--- src/rtl/uart_pkg.sv ---
// Shared UART types and line-level constants for the TX (and later RX) path.
package uart_pkg;

   // Transmit frame sequencer states
   typedef enum logic [2:0] {
      IDLE,
      ARM,
      START,
      DATA,
      PARITY,
      STOP
   } tx_state_t;

   // Idle line is mark (high); a start bit is space (low)
   localparam logic LINE_IDLE  = 1'b1;
   localparam logic LINE_START = 1'b0;

endpackage

--- src/rtl/tick_edge_sync.sv ---
// Brings an asynchronous level (baud square wave) into the clk domain and
// produces a one-clk pulse per rising edge. Shared with the RX side.
module tick_edge_sync (
   input  logic clk,
   input  logic rst_n,
   input  logic async_in,
   output logic rise_pulse
);

   logic s1;
   logic s2;
   logic s3;

   // Two synchronizer flops followed by a history flop for edge detection
   always_ff @(posedge clk or negedge rst_n) begin
      if (!rst_n) begin
         s1 <= 1'b0;
         s2 <= 1'b0;
         s3 <= 1'b0;
      end else begin
         s1 <= async_in;
         s2 <= s1;
         s3 <= s2;
      end
   end

   assign rise_pulse = s2 & ~s3;

endmodule

--- src/rtl/uart_tx_serializer.sv ---
// UART transmit serializer: accepts one word per valid/ready handshake and
// shifts it out LSB first as start + data + optional parity + stop bits,
// with every bit boundary aligned to a rising edge of baud_tick.
module uart_tx_serializer
   import uart_pkg::*;
#(
   parameter int unsigned DATA_BITS  = 8,
   parameter int unsigned PARITY_EN  = 0,
   parameter int unsigned PARITY_ODD = 0,
   parameter int unsigned STOP_BITS  = 1
) (
   input  logic                 clk,
   input  logic                 rst_n,
   input  logic                 baud_tick,
   input  logic [DATA_BITS-1:0] tx_data,
   input  logic                 tx_valid,
   output logic                 tx_ready,
   output logic                 txd,
   output logic                 busy
);

   localparam int unsigned   CW         = $clog2(DATA_BITS);
   localparam logic [CW-1:0] LAST_BIT   = CW'(DATA_BITS - 1);
   localparam logic          LAST_STOP  = 1'(STOP_BITS - 1);
   localparam logic          ODD        = 1'(PARITY_ODD);
   localparam bit            HAS_PARITY = (PARITY_EN != 0);

   tx_state_t            state;
   logic [DATA_BITS-1:0] sr;
   logic [CW-1:0]        bitcnt;
   logic                 stopcnt;
   logic                 parity_bit;
   logic                 bedge;

   tick_edge_sync u_tick_sync (
      .clk        (clk),
      .rst_n      (rst_n),
      .async_in   (baud_tick),
      .rise_pulse (bedge)
   );

   assign tx_ready = (state == IDLE);
   assign busy     = (state != IDLE);

   // Frame sequencer: handshake in IDLE, every other transition waits for a baud edge
   always_ff @(posedge clk or negedge rst_n) begin
      if (!rst_n) begin
         state      <= IDLE;
         txd        <= LINE_IDLE;
         sr         <= '0;
         bitcnt     <= '0;
         stopcnt    <= 1'b0;
         parity_bit <= 1'b0;
      end else begin
         case (state)
            IDLE: begin
               txd <= LINE_IDLE;
               if (tx_valid) begin
                  // Parity of the incoming word equals parity of the latched word
                  sr         <= tx_data;
                  parity_bit <= (^tx_data) ^ ODD;
                  state      <= ARM;
               end
            end
            ARM: begin
               if (bedge) begin
                  txd   <= LINE_START;
                  state <= START;
               end
            end
            START: begin
               if (bedge) begin
                  txd    <= sr[0];
                  sr     <= sr >> 1;
                  bitcnt <= '0;
                  state  <= DATA;
               end
            end
            DATA: begin
               if (bedge) begin
                  if (bitcnt == LAST_BIT) begin
                     stopcnt <= 1'b0;
                     if (HAS_PARITY) begin
                        txd   <= parity_bit;
                        state <= PARITY;
                     end else begin
                        txd   <= LINE_IDLE;
                        state <= STOP;
                     end
                  end else begin
                     bitcnt <= bitcnt + 1'b1;
                     txd    <= sr[0];
                     sr     <= sr >> 1;
                  end
               end
            end
            PARITY: begin
               if (bedge) begin
                  txd   <= LINE_IDLE;
                  state <= STOP;
               end
            end
            STOP: begin
               if (bedge) begin
                  if (stopcnt == LAST_STOP) begin
                     state <= IDLE;
                  end else begin
                     stopcnt <= stopcnt + 1'b1;
                  end
               end
            end
            default: begin
               txd   <= LINE_IDLE;
               state <= IDLE;
            end
         endcase
      end
   end

endmodule
--- config.mk ---
export PLATFORM = sky130hd
export DESIGN_NAME = uart_tx_serializer
export DESIGN_NICKNAME = d
export VERILOG_FILES = /design/src/rtl/uart_pkg.sv /design/src/rtl/tick_edge_sync.sv /design/src/rtl/uart_tx_serializer.sv
export SDC_FILE = /design/constraint.sdc
export NUM_CORES = 1
export LEC_CHECK = 0
export CORE_UTILIZATION = 30
export DETAILED_ROUTE_END_ITERATION = 6
export PLACE_DENSITY_LB_ADDON = 0.12
export SLEW_MARGIN = 20
export SYNTH_ARGS = -nofsm -noshare
export SYNTH_HDL_FRONTEND = slang
export SYNTH_SLANG_ARGS = --single-unit
--- constraint.sdc ---
create_clock -name clk -period 2.05 [get_ports clk]
set_input_delay 0.3075 -clock clk [delete_from_list [all_inputs] [get_ports clk]]
set_output_delay 0.3075 -clock clk [all_outputs]
set_load 0.05 [all_outputs]
# Word-level counts from Yosys, hierarchy flattened
# Cells that the tools add are included.
# Widths: inputs -> output; s select.
# word_totals
ff_bits	19
latch_bits	0
mem_bits_rw	0
mem_bits_ro	0
out_inout_bits	3
elab_cells	67
memories	0
# classes
addsub	2
n_mul	0
n_div	0
n_lt_le_gt_ge	0
n_eq_ne	15
n_shift	0
n_mux	29
bitwise_logic	3
n_reduce_logical	10
# op_table
op	n
$mux 3	11
$mux 8	4
$pmux 8 s3	1
$ne 2x2->1 const B	9
$pmux 3 s6	1
$reduce_and 5->1	2
$eq 3x3->1 const B	3
$mux 1	9
$reduce_and 4->1	2
$reduce_and 8->1	1
$eq 3x2->1 const B	2
$pmux 3 s2	1
$reduce_bool 3->1	2
$pmux 1 s5	1
$reduce_bool 2->1	2
$add 3x1->3 const B	1
$eq 3x1->1 const B	1
$logic_not 3->1	1
$not 1->1	2
$pmux 1 s2	1
$add 1x1->1 const B	1
$and 1x1->1	1

# Depth between registers and ports, before layout
# logic_depth
depth_word	4
mapped_depth	6

# Cells and area by module
# From an unflattened synthesis, not the netlist that was laid out.
# hier_totals
hier_cells	90
hier_area_um2	978.4
# by_module_without_submodules
mod	instances	cells_per_inst	area_each_um2	seq_area_each_um2
uart_tx_serializer	1	86	889.6	376.6
tick_edge_sync	1	4	88.8	75.1

# Worst setup path before layout
# No wires, ideal clock.
# synth_timing
kind	register to output
from	register state[0]
to	output port tx_ready
t_arrival_ps	1565
required_time_ps	1742
setup_slack_ps	178
stages_incl_launch_ff	4
path_buffers	1
path_cell_list	dfrtp_1 clkbuf_1 or3_1 inv_1
# synth_between
elab_chain_cells	1
# synth_rtl
element	line_no	rtl
start: declaration	uart_tx_serializer.sv:28	tx_state_t state;
start signal: assignment	uart_tx_serializer.sv:48	state <= IDLE;
start signal: assignment	uart_tx_serializer.sv:62	state <= ARM;
start signal: assignment	uart_tx_serializer.sv:68	state <= START;
$logic_not 3->1	uart_tx_serializer.sv:42	assign tx_ready = (state == IDLE);
end: declaration	uart_tx_serializer.sv:17	output logic tx_ready,
# Every way passes these cells.

# Final worst setup path
# layout_timing
from	register txd
to	output port txd
# layout_rtl
element	line_no	rtl
start: declaration	uart_tx_serializer.sv:18	output logic txd,
start signal: assignment	uart_tx_serializer.sv:73	txd <= sr[0];
start signal: assignment	uart_tx_serializer.sv:84	txd <= parity_bit;
start signal: assignment	uart_tx_serializer.sv:92	txd <= sr[0];
# No word-level cell between the ends.

==> results_dict.tcl <==
set metrics [dict create \
    synthFlopType "dfrtp_1" \
    layout_commonest_cell "dfrtp_1" \
    cp_max_fo 3 \
    crit_chain "clkdlybuf4s50_1" \
    clock_latency_ns 0.30 \
    dp_hpwl_um 1240 \
    skew_ns 0.00727 \
    max_stage_delay_ns 0.80 \
    p_switching_w 0.000458 \
    numCtsBuffers 3 \
    pre_cts_slack_ns 0.372 \
    utilization_pct 39.9 \
    max_cap_violations 0 \
    cpMaxStageDelayCell "clkdlybuf4s50_1" \
    synth_area_per_cell_um2 11.9 \
    synthCells 79 \
    hold_buffers 0 \
    fp.dieArea_um2 3350 \
    path_buf_inv 1 \
    num_rows 19 \
    finalHoldViolations 0 \
    drtAntennaViolNets 0 \
    met3_usage_pct 2.23 \
    nets 109 \
    synth_edf_count 0 \
    die_height_um 57.9 \
    max_slew_margin_pct 66.9 \
    intPower_w 0.000858 \
    slew_violations 0 \
    dp_cells 121 \
    cts_setup_buffers 0 \
    ys_seq_area_share_pct 48.2 \
    vdd_drop_max_mv 0.355 \
    clock_path_buffers 2 \
    avgRoutedWirePerCell_um 13.3 \
    top_usage_layer "met2" \
    cts_tree "built" \
    routabilityCongestion 0.717 \
    netlist_area_um2 937 \
    p_seq_share_pct 43.9 \
    critPathKind "register to output port" \
    vias 642 \
    synth_warnings 0 \
    antenna_found_initial 0 \
    insertedDiodeCount 0 \
    grt_util_met2_pct 18.7 \
    syn2layout_area_growth_pct 21.4 \
    drtIter0Drc 9 \
    finalSetupViolations 0 \
    drc 0 \
    h-tree-depth 1 \
    first_global_vias 645 \
    grt-ovfl-total 0 \
    min_period_ns 1.94 \
    first_pass_iters 6 \
    grt_max_degree 13 \
    finalCritPeriodShare_pct 94.9 \
    fin_cells 125 \
    grt_pass1_wl_um 2840 \
    grt_usage_pct 11.2 \
    io_pins 15 \
    run_status "finished, final reports clean" \
    synth-seq-cells 18 \
    sw_frac_of_total_pct 34.8 \
    synth_cell_type_count 30 \
    p_leak_nw 0.519 \
    fin_ws_ns 0.105 \
    arrival_ns 1.64 \
    clock.fmax_mhz 514 \
    cts-resized-gates 0 \
    final.setup.tns_ns 0 \
    vias_per_cell 5.14 \
    finalWirelength_um 1660 \
    portBuffers 14 \
    pwr-share-clk_pct 17.0 \
    clock-sinks 18 \
    path_clk_slew_ns 0.11 \
    global_route.usage.met1_pct 13.9 \
    start_util_pct 32.9 \
    hp-class "input port to asynchronous set/reset pin" \
    synthArstFlopShare_pct 100 \
    coreArea_um2 2850 \
    r2r_slack_ns 0.36 \
    pwr_density_cell_nw_per_um2 1160 \
    cp_data_required_time_ns 1.74 \
    final_cell_mix "dfrtp_1, clkdlybuf4s50_1, mux2_2" \
    tightest_slew_ns 0.495 \
    rsz0062_at_grt "false" \
    cp-start-kind "register" \
    drive_gt1_share_pct 21.3 \
    end_kind "output port" \
    synth_nets 93 \
    cts-root-buf "clkbuf_4" \
    cpLargestDelayFamily "buffers and inverters" \
    die_x_um 57.9 \
    combPwrFrac_pct 39.1 \
]
[power by group through the flow]
stage | registers, W | clock network [W] | logic [W]
6_report | 0.000578 | 0.000224 | 0.000514
5_1_grt | 0.000599 | 0.000252 | 0.000568
4_1_cts | 0.000579 | 0.000233 | 0.000526
3_5_place_dp | 0.000588 | 0 | 0.000521
3_3_place_gp | 0.000584 | 0 | 0.000520
2_1_floorplan | 0.000562 | 0 | 0.000435
[stage by stage]
step           power [W]  hold slack [ns]  cell area (µm²)
2_1_floorplan   0.000997           0.0119              937
3_3_place_gp     0.00110            0.336             1100
4_1_cts          0.00134            0.351             1140
3_5_place_dp     0.00111            0.336             1100
5_1_grt          0.00142            0.364             1140
6_report         0.00132            0.330             1140
[sequential cells by signal, summed over array words and instances (netlist names)]
name	count
txd	1
u_tick_sync.s2	1
sr	8
u_tick_sync.s1	1
u_tick_sync.s3	1
state	3
bitcnt	3
[worst paths after layout]
check,start,endpoint,cells after the start
max in group asynchronous,rst_n,state[0],2
worst max-delay path,txd,txd,1
worst min register to register,u_tick_sync.s1,u_tick_sync.s2,0
worst min-delay path,rst_n,sr[3],1
min in group clk,u_tick_sync.s1,u_tick_sync.s2,0
worst max register to register,bitcnt[0],sr[2],5
[final cells by class]
class,instances,area (µm²)
inverter,4,15.0
timing repair buffer,16,163
sequential,18,452
fill,290,1720
tap,31,38.8
multi-input combinational,52,433
clock buffer,4,36.3
[synth_stat cells, types with 2 or more instances]
cell,number,area (µm²)
nor2_1,3,11.3
o21ai_0,3,15.0
buf_6,2,22.5
clkbuf_1,2,7.51
or3_1,2,12.5
ha_1,2,25.0
nand2_1,4,15.0
mux2_2,7,78.8
a22o_1,5,43.8
dfrtp_1,17,425
mux2_1,6,67.6
a21oi_1,5,25.0
nand2b_1,2,12.5
inv_1,3,11.3
[cells by family (layout without fill, tap and decap cells)]
family / after synthesis / in the layout / synth area share [%]
AO/OA/AOI/OAI: 20 / 20 / 17.0
adder cells (fa/ha/maj): 2 / 2 / 2.67
buffers and inverters: 9 / 24 / 5.61
flip-flops: 18 / 18 / 48.2
multiplexers: 14 / 14 / 16.7
AND/OR/NAND/NOR: 16 / 16 / 9.88
[metal layers]
metal,routed length (µm),vias to the layer above
met2,776,14
met1,799,311
li1,-,315
met5,0,-
met4,17,0
met3,67,2
Note: power is estimated with default switching activity, not from simulation.
==> RTL change 1 (config.mk and constraints unchanged) <==
Change the parameter `PARITY_EN` from 0 to 1.
--- a/src/rtl/uart_tx_serializer.sv
+++ b/src/rtl/uart_tx_serializer.sv
@@ -5,7 +5,7 @@
    import uart_pkg::*;
 #(
    parameter int unsigned DATA_BITS  = 8,
-   parameter int unsigned PARITY_EN  = 0,
+   parameter int unsigned PARITY_EN  = 1,
    parameter int unsigned PARITY_ODD = 0,
    parameter int unsigned STOP_BITS  = 1
 ) (
Check against the original RTL: no difference found for any inputs over 10 cycles, from zero or initial values and one cycle with rst_n low; that may be too few to reach the edited logic, so the function may still have changed.
==> RTL change 1 against the unedited design <==
Final area up 9.6%. Synthesized area up 9.9%. Sequential cell count up 1. Total power up 4.3%. Highest routed layer unchanged. Routed wire length up 12%. Count of clock-buffer cells in the layout unchanged. Sequential share of layout area down 1.5 points. Setup slack worse by 0.0026 ns. Clock skew up 0.0030 ns. Worst hold slack worse by 0.0081 ns.
==> RTL change 1: results (changes against the unedited design) <==
INFO  metric ys_seq_area_share = 46.29% (-1.9 points)
INFO  metric fin_skew = 0.01029 ns (+0.003019 ns)
INFO  metric grt_first_pass_wirelength = 3132 um (+10%)
INFO  metric initialDrtViolationCount = 14 (+5)
INFO  metric post_dp_hpwl = 1426 um (+15%)
INFO  metric ys_dominant_reg_cell = dfrtp_1
INFO  metric synth_cell_types = 33 (+10%)
INFO  metric synth_compound_area_share = 18.96% (+2.0 points)
INFO  metric grt_start_max_net_pins = 17 (+4)
INFO  metric cpLargestDelayFamily = buffers and inverters
INFO  metric net_count_synth = 113 (+22%)
INFO  metric via_count = 729 (+14%)
INFO  metric grt_use_met2 = 18.52% (-0.19 points)
INFO  metric clockRootBuffer = clkbuf_4
INFO  metric synth_fa_ha_area_share = 2.430% (-0.24 points)
INFO  metric worst_r2r_path_depth = 7 (+2)
INFO  metric drive_above_1_share = 10.53% (-11 points)
INFO  metric fraction_of_synthesized_area_in_multiplexers = 6.926% (-9.8 points)
INFO  metric slowest_cell_on_crit_path = clkdlybuf4s50_1
INFO  metric max_slew_margin = 67.40% (+0.49 points)
INFO  metric run_status = complete, no violations
INFO  metric cts_max_level = 1 (unchanged)
INFO  metric number_of_global_route_vias_before_repair = 693 (+7.4%)
INFO  metric timing.rr.end = sr[7]
INFO  metric globalRouteMet1Util = 15.43% (+1.5 points)
INFO  metric max-vdd-ir-drop = 349.3 uV (-1.6%)
INFO  metric clock_tree.buffer_depth = 2 (unchanged)
INFO  metric final_nets = 129 (+18%)
INFO  metric preCtsSetupSlack = 0.1939 ns (-0.1783 ns)
INFO  metric leakagePower = 0.0004753 uW (-8.5%)
INFO  metric routedWlPerCell = 11.79 um (-11%)
INFO  metric synth_xor_xnor_area_share = 5.954% (+6.0 points)
INFO  metric drt_first_pass_iters = 4 (-2)
INFO  metric max_freq = 513.5 MHz (-0.13%)
INFO  metric synth_async_sr_flop_share = 100.0% (unchanged)
INFO  metric global_route.usage.total = 11.81% (+0.62 points)
INFO  metric r2r_slack = 0.21 ns (-0.15 ns)
INFO  metric place_congestion = 0.7472 (+4.2%)
INFO  metric global_route.usage.met3 = 2.559% (+0.33 points)
INFO  metric synth_top_cells_by_count = dfrtp_1, nor2_1, a21oi_1
[RTL change 1: changes by cell type in the layout (fill, tap and decap cells not counted), moves of 2 or more]
cell and change:
nor2_1 +9, xnor2_1 +7, a21oi_1 +6, mux2_1 -6, mux2_2 -6, mux2i_1 +5
nand3b_1 +2
[RTL change 1: stage by stage]
step	total power [uW]	area, um^2	std cells	hold WS [ns]
floorplan	1080	1036	99	0.01191
global placement	1196	1220	154	0.3339
detailed placement	1202	1220	154	0.3379
CTS	1394	1246	158	0.3448
global route	1497	1246	158	0.3449
finish	1373	1246	158	0.3223
[RTL change 1: cell type report]
class | count | area [um^2]
Timing Repair Buffer | 16 | 162.7
Tap cell | 44 | 55.05
Clock buffer | 4 | 26.28
Inverter | 3 | 11.26
Fill cell | 334 | 1907
Multi-Input combinational cell | 72 | 514.2
Sequential cell | 19 | 476.7
[RTL change 1: worst min path at each step]
stage                   start              to  slack (ns)
5_1_grt                 rst_n        state[2]        0.34
3_3_place_gp   u_tick_sync.s1  u_tick_sync.s2        0.33
3_5_place_dp   u_tick_sync.s1  u_tick_sync.s2        0.34
2_1_floorplan           rst_n       bitcnt[0]        0.01
6_report                rst_n      parity_bit        0.32
4_1_cts                 rst_n      parity_bit        0.34
[RTL change 1: layer usage]
metal | vias to the layer above | wire [um]
met2 | 10 | 851
met4 | 0 | 19
li1 | 383 | -
met5 | - | 0
met3 | 2 | 59
met1 | 334 | 933
[RTL change 1: report_power, final]
group | switching [uW] | total, uW | internal (uW)
Combinational | 268 | 540 | 271
Clock | 113 | 189 | 75.6
Sequential | 133 | 644 | 512
==> RTL change 2 (same settings) <==
Without the edit above. The 6 states of `tx_state_t` get a one-hot encoding in 6 bits.
--- a/src/rtl/uart_pkg.sv
+++ b/src/rtl/uart_pkg.sv
@@ -2,13 +2,13 @@
 package uart_pkg;
 
    // Transmit frame sequencer states
-   typedef enum logic [2:0] {
-      IDLE,
-      ARM,
-      START,
-      DATA,
-      PARITY,
-      STOP
+   typedef enum logic [5:0] {
+      IDLE   = 6'b000001,
+      ARM    = 6'b000010,
+      START  = 6'b000100,
+      DATA   = 6'b001000,
+      PARITY = 6'b010000,
+      STOP   = 6'b100000
    } tx_state_t;
 
    // Idle line is mark (high); a start bit is space (low)
Function: no difference found for any inputs over 10 cycles, from zero or initial values and one cycle with rst_n low; not proved beyond that.
==> RTL change 2 against the unedited design <==
Final area up 20%. Sequential power rose by 5.9%. Sequential cell count is 2 higher. Fmax is 2.8% higher. Routed wire length is 26% higher. Critical path type unchanged. Synthesized area grew 18%. Total power up 15%. Via count grew 18%. Setup slack better by 0.054 ns.
==> RTL change 2: results (changes against the unedited design) <==
INFO  metric worst_r2r_path_depth = 5 (unchanged)
INFO  metric hold_path_class = flop to flop
INFO  metric run_status = complete, no violations
INFO  metric leakagePower = 0.0005905 uW (+14%)
INFO  metric place_congestion = 0.6787 (-5.3%)
INFO  metric clkTransAtPathRegs = 0.08 ns (-0.03 ns)
INFO  metric final_nets = 128 (+17%)
INFO  metric final_cells = 159 (+27%)
INFO  metric antenna_violations_before_repair = 0 (unchanged)
INFO  metric ys_dominant_reg_cell = dfrtp_1
INFO  metric slowest_cell_delay_on_critical_path = 0.79 ns
INFO  metric worst_hold_path.endpoint = u_tick_sync.s2
INFO  metric drive_above_1_share = 23.01% (+1.7 points)
INFO  metric global_route.usage.total = 12.40% (+1.2 points)
INFO  metric worstSkewPairLatency = 0.26 ns (-0.04 ns)
INFO  metric max-vdd-ir-drop = 346.6 uV (-2.4%)
INFO  metric max_slew_margin = 67.48% (+0.57 points)
INFO  metric holdPathStages = 0
INFO  metric cts_made_buffers = 3 (unchanged)
INFO  metric number_of_global_route_vias_before_repair = 771 (+20%)
INFO  metric numPortBuffers = 14 (unchanged)
INFO  metric hold_ws = 0.3524 ns (+0.02196 ns)
INFO  metric grt_first_pass_wirelength = 3719 um (+31%)
INFO  metric crit-reg2reg-launch = state[3]
INFO  metric cp_data_arrival_time = 1.58 ns (-0.06 ns)
INFO  metric postCtsSetupRepairBufs = 0 (unchanged)
INFO  metric clock_tree.buffer_depth = 2 (unchanged)
INFO  metric preCtsSetupSlack = 0.2481 ns (-0.1240 ns)
INFO  metric crit_path_max_fanout = 2 (-1)
INFO  metric synth_area_per_cell = 11.53 um^2 (-2.8%)
INFO  metric synthesis.yosys.warnings = 0 (unchanged)
INFO  metric clockRootBuffer = clkbuf_8
INFO  metric net_count_synth = 110 (+18%)
INFO  metric antenna_cells_inserted = 0 (unchanged)
INFO  metric post_dp_hpwl = 1505 um (+21%)
INFO  metric initialDrtViolationCount = 18 (+9)
INFO  metric detail_route.vias_per_cell = 4.748 (-7.5%)
INFO  metric synth_area_leaders = dfrtp_1, mux2_4, mux2_1, dfstp_2, o21ai_0
INFO  metric cts_max_level = 1 (unchanged)
INFO  metric grt_start_max_net_pins = 21 (+8)
INFO  metric layout_top_registers = sr (8), state (5), bitcnt (3)
INFO  metric routedWlPerCell = 13.19 um (-0.64%)
INFO  metric postPlaceCellArea = 0.001305 mm^2 (+19%)
INFO  metric slowest_cell_on_crit_path = clkdlybuf4s50_1
INFO  metric ys_seq_area_share = 45.42% (-2.8 points)
INFO  metric timing.rr.end = sr[4]
INFO  metric synth_cell_types = 36 (+20%)
INFO  metric synth_async_sr_flop_share = 100.0% (unchanged)
INFO  metric cts_repair_resize_count = 0 (unchanged)
INFO  metric fin_skew = 0.004428 ns (-0.002840 ns)
INFO  metric drt_first_pass_iters = 4 (-2)
INFO  metric synth_top_cells_by_count = dfrtp_1, mux2_1, mux2_4, nand2_1, o21ai_0
INFO  metric r2r_slack = 0.23 ns (-0.13 ns)
INFO  metric cpLargestDelayFamily = buffers and inverters
RTL change 2: cell count changes after synthesis, moves of 3 or more:
cell | before | now
o21ai_0 | 3 | 6
mux2_2 | 7 | 0
mux2_4 | 0 | 7
a22o_1 | 5 | 0
nand2_1 | 4 | 7
RTL change 2: final cells by class:
type                       count  area, um^2
fill                         338        2082
multi-input combinational     68       555.5
sequential                    20       503.0
timing repair buffer          18       177.7
tap                           46       57.56
clock buffer                   4       55.05
inverter                       3       11.26
RTL change 2: worst max-delay path by stage:
stage               endpoint  startpoint  slack, ns
finish                   txd         txd       0.16
global route           sr[6]    state[3]       0.11
CTS                      txd         txd       0.15
detailed placement     sr[4]    state[2]       0.25
global placement       sr[4]    tx_valid       0.26
floorplan           tx_ready    state[2]        0.1
RTL change 2: where the power goes:
part / internal (uW) / switching [uW]
Sequential: 511 / 101
Clock: 171 / 135
Combinational: 311 / 287
Total: 993 / 523
RTL change 2: cell families after synthesis:
logic type / count (synthesis) / share of synthesized area (%)
multiplexers: 14 / 16.61
buffers and inverters: 8 / 4.407
adder cells (fa/ha/maj): 2 / 2.260
flip-flops: 20 / 45.42
AND/OR/NAND/NOR: 33 / 18.76
AO/OA/AOI/OAI: 17 / 9.267
XOR/XNOR: 2 / 3.277
RTL change 2: layer usage:
metal  up-vias  track usage (%)  part of all wire, %  wire [um]
li1        374                -                    -          -
met1       367            15.83                   48       1012
met2        10            20.52                   47        991
met3         4            2.190                  2.5         53
met4         0            5.233                  1.9         40
met5         -                0                    0          0
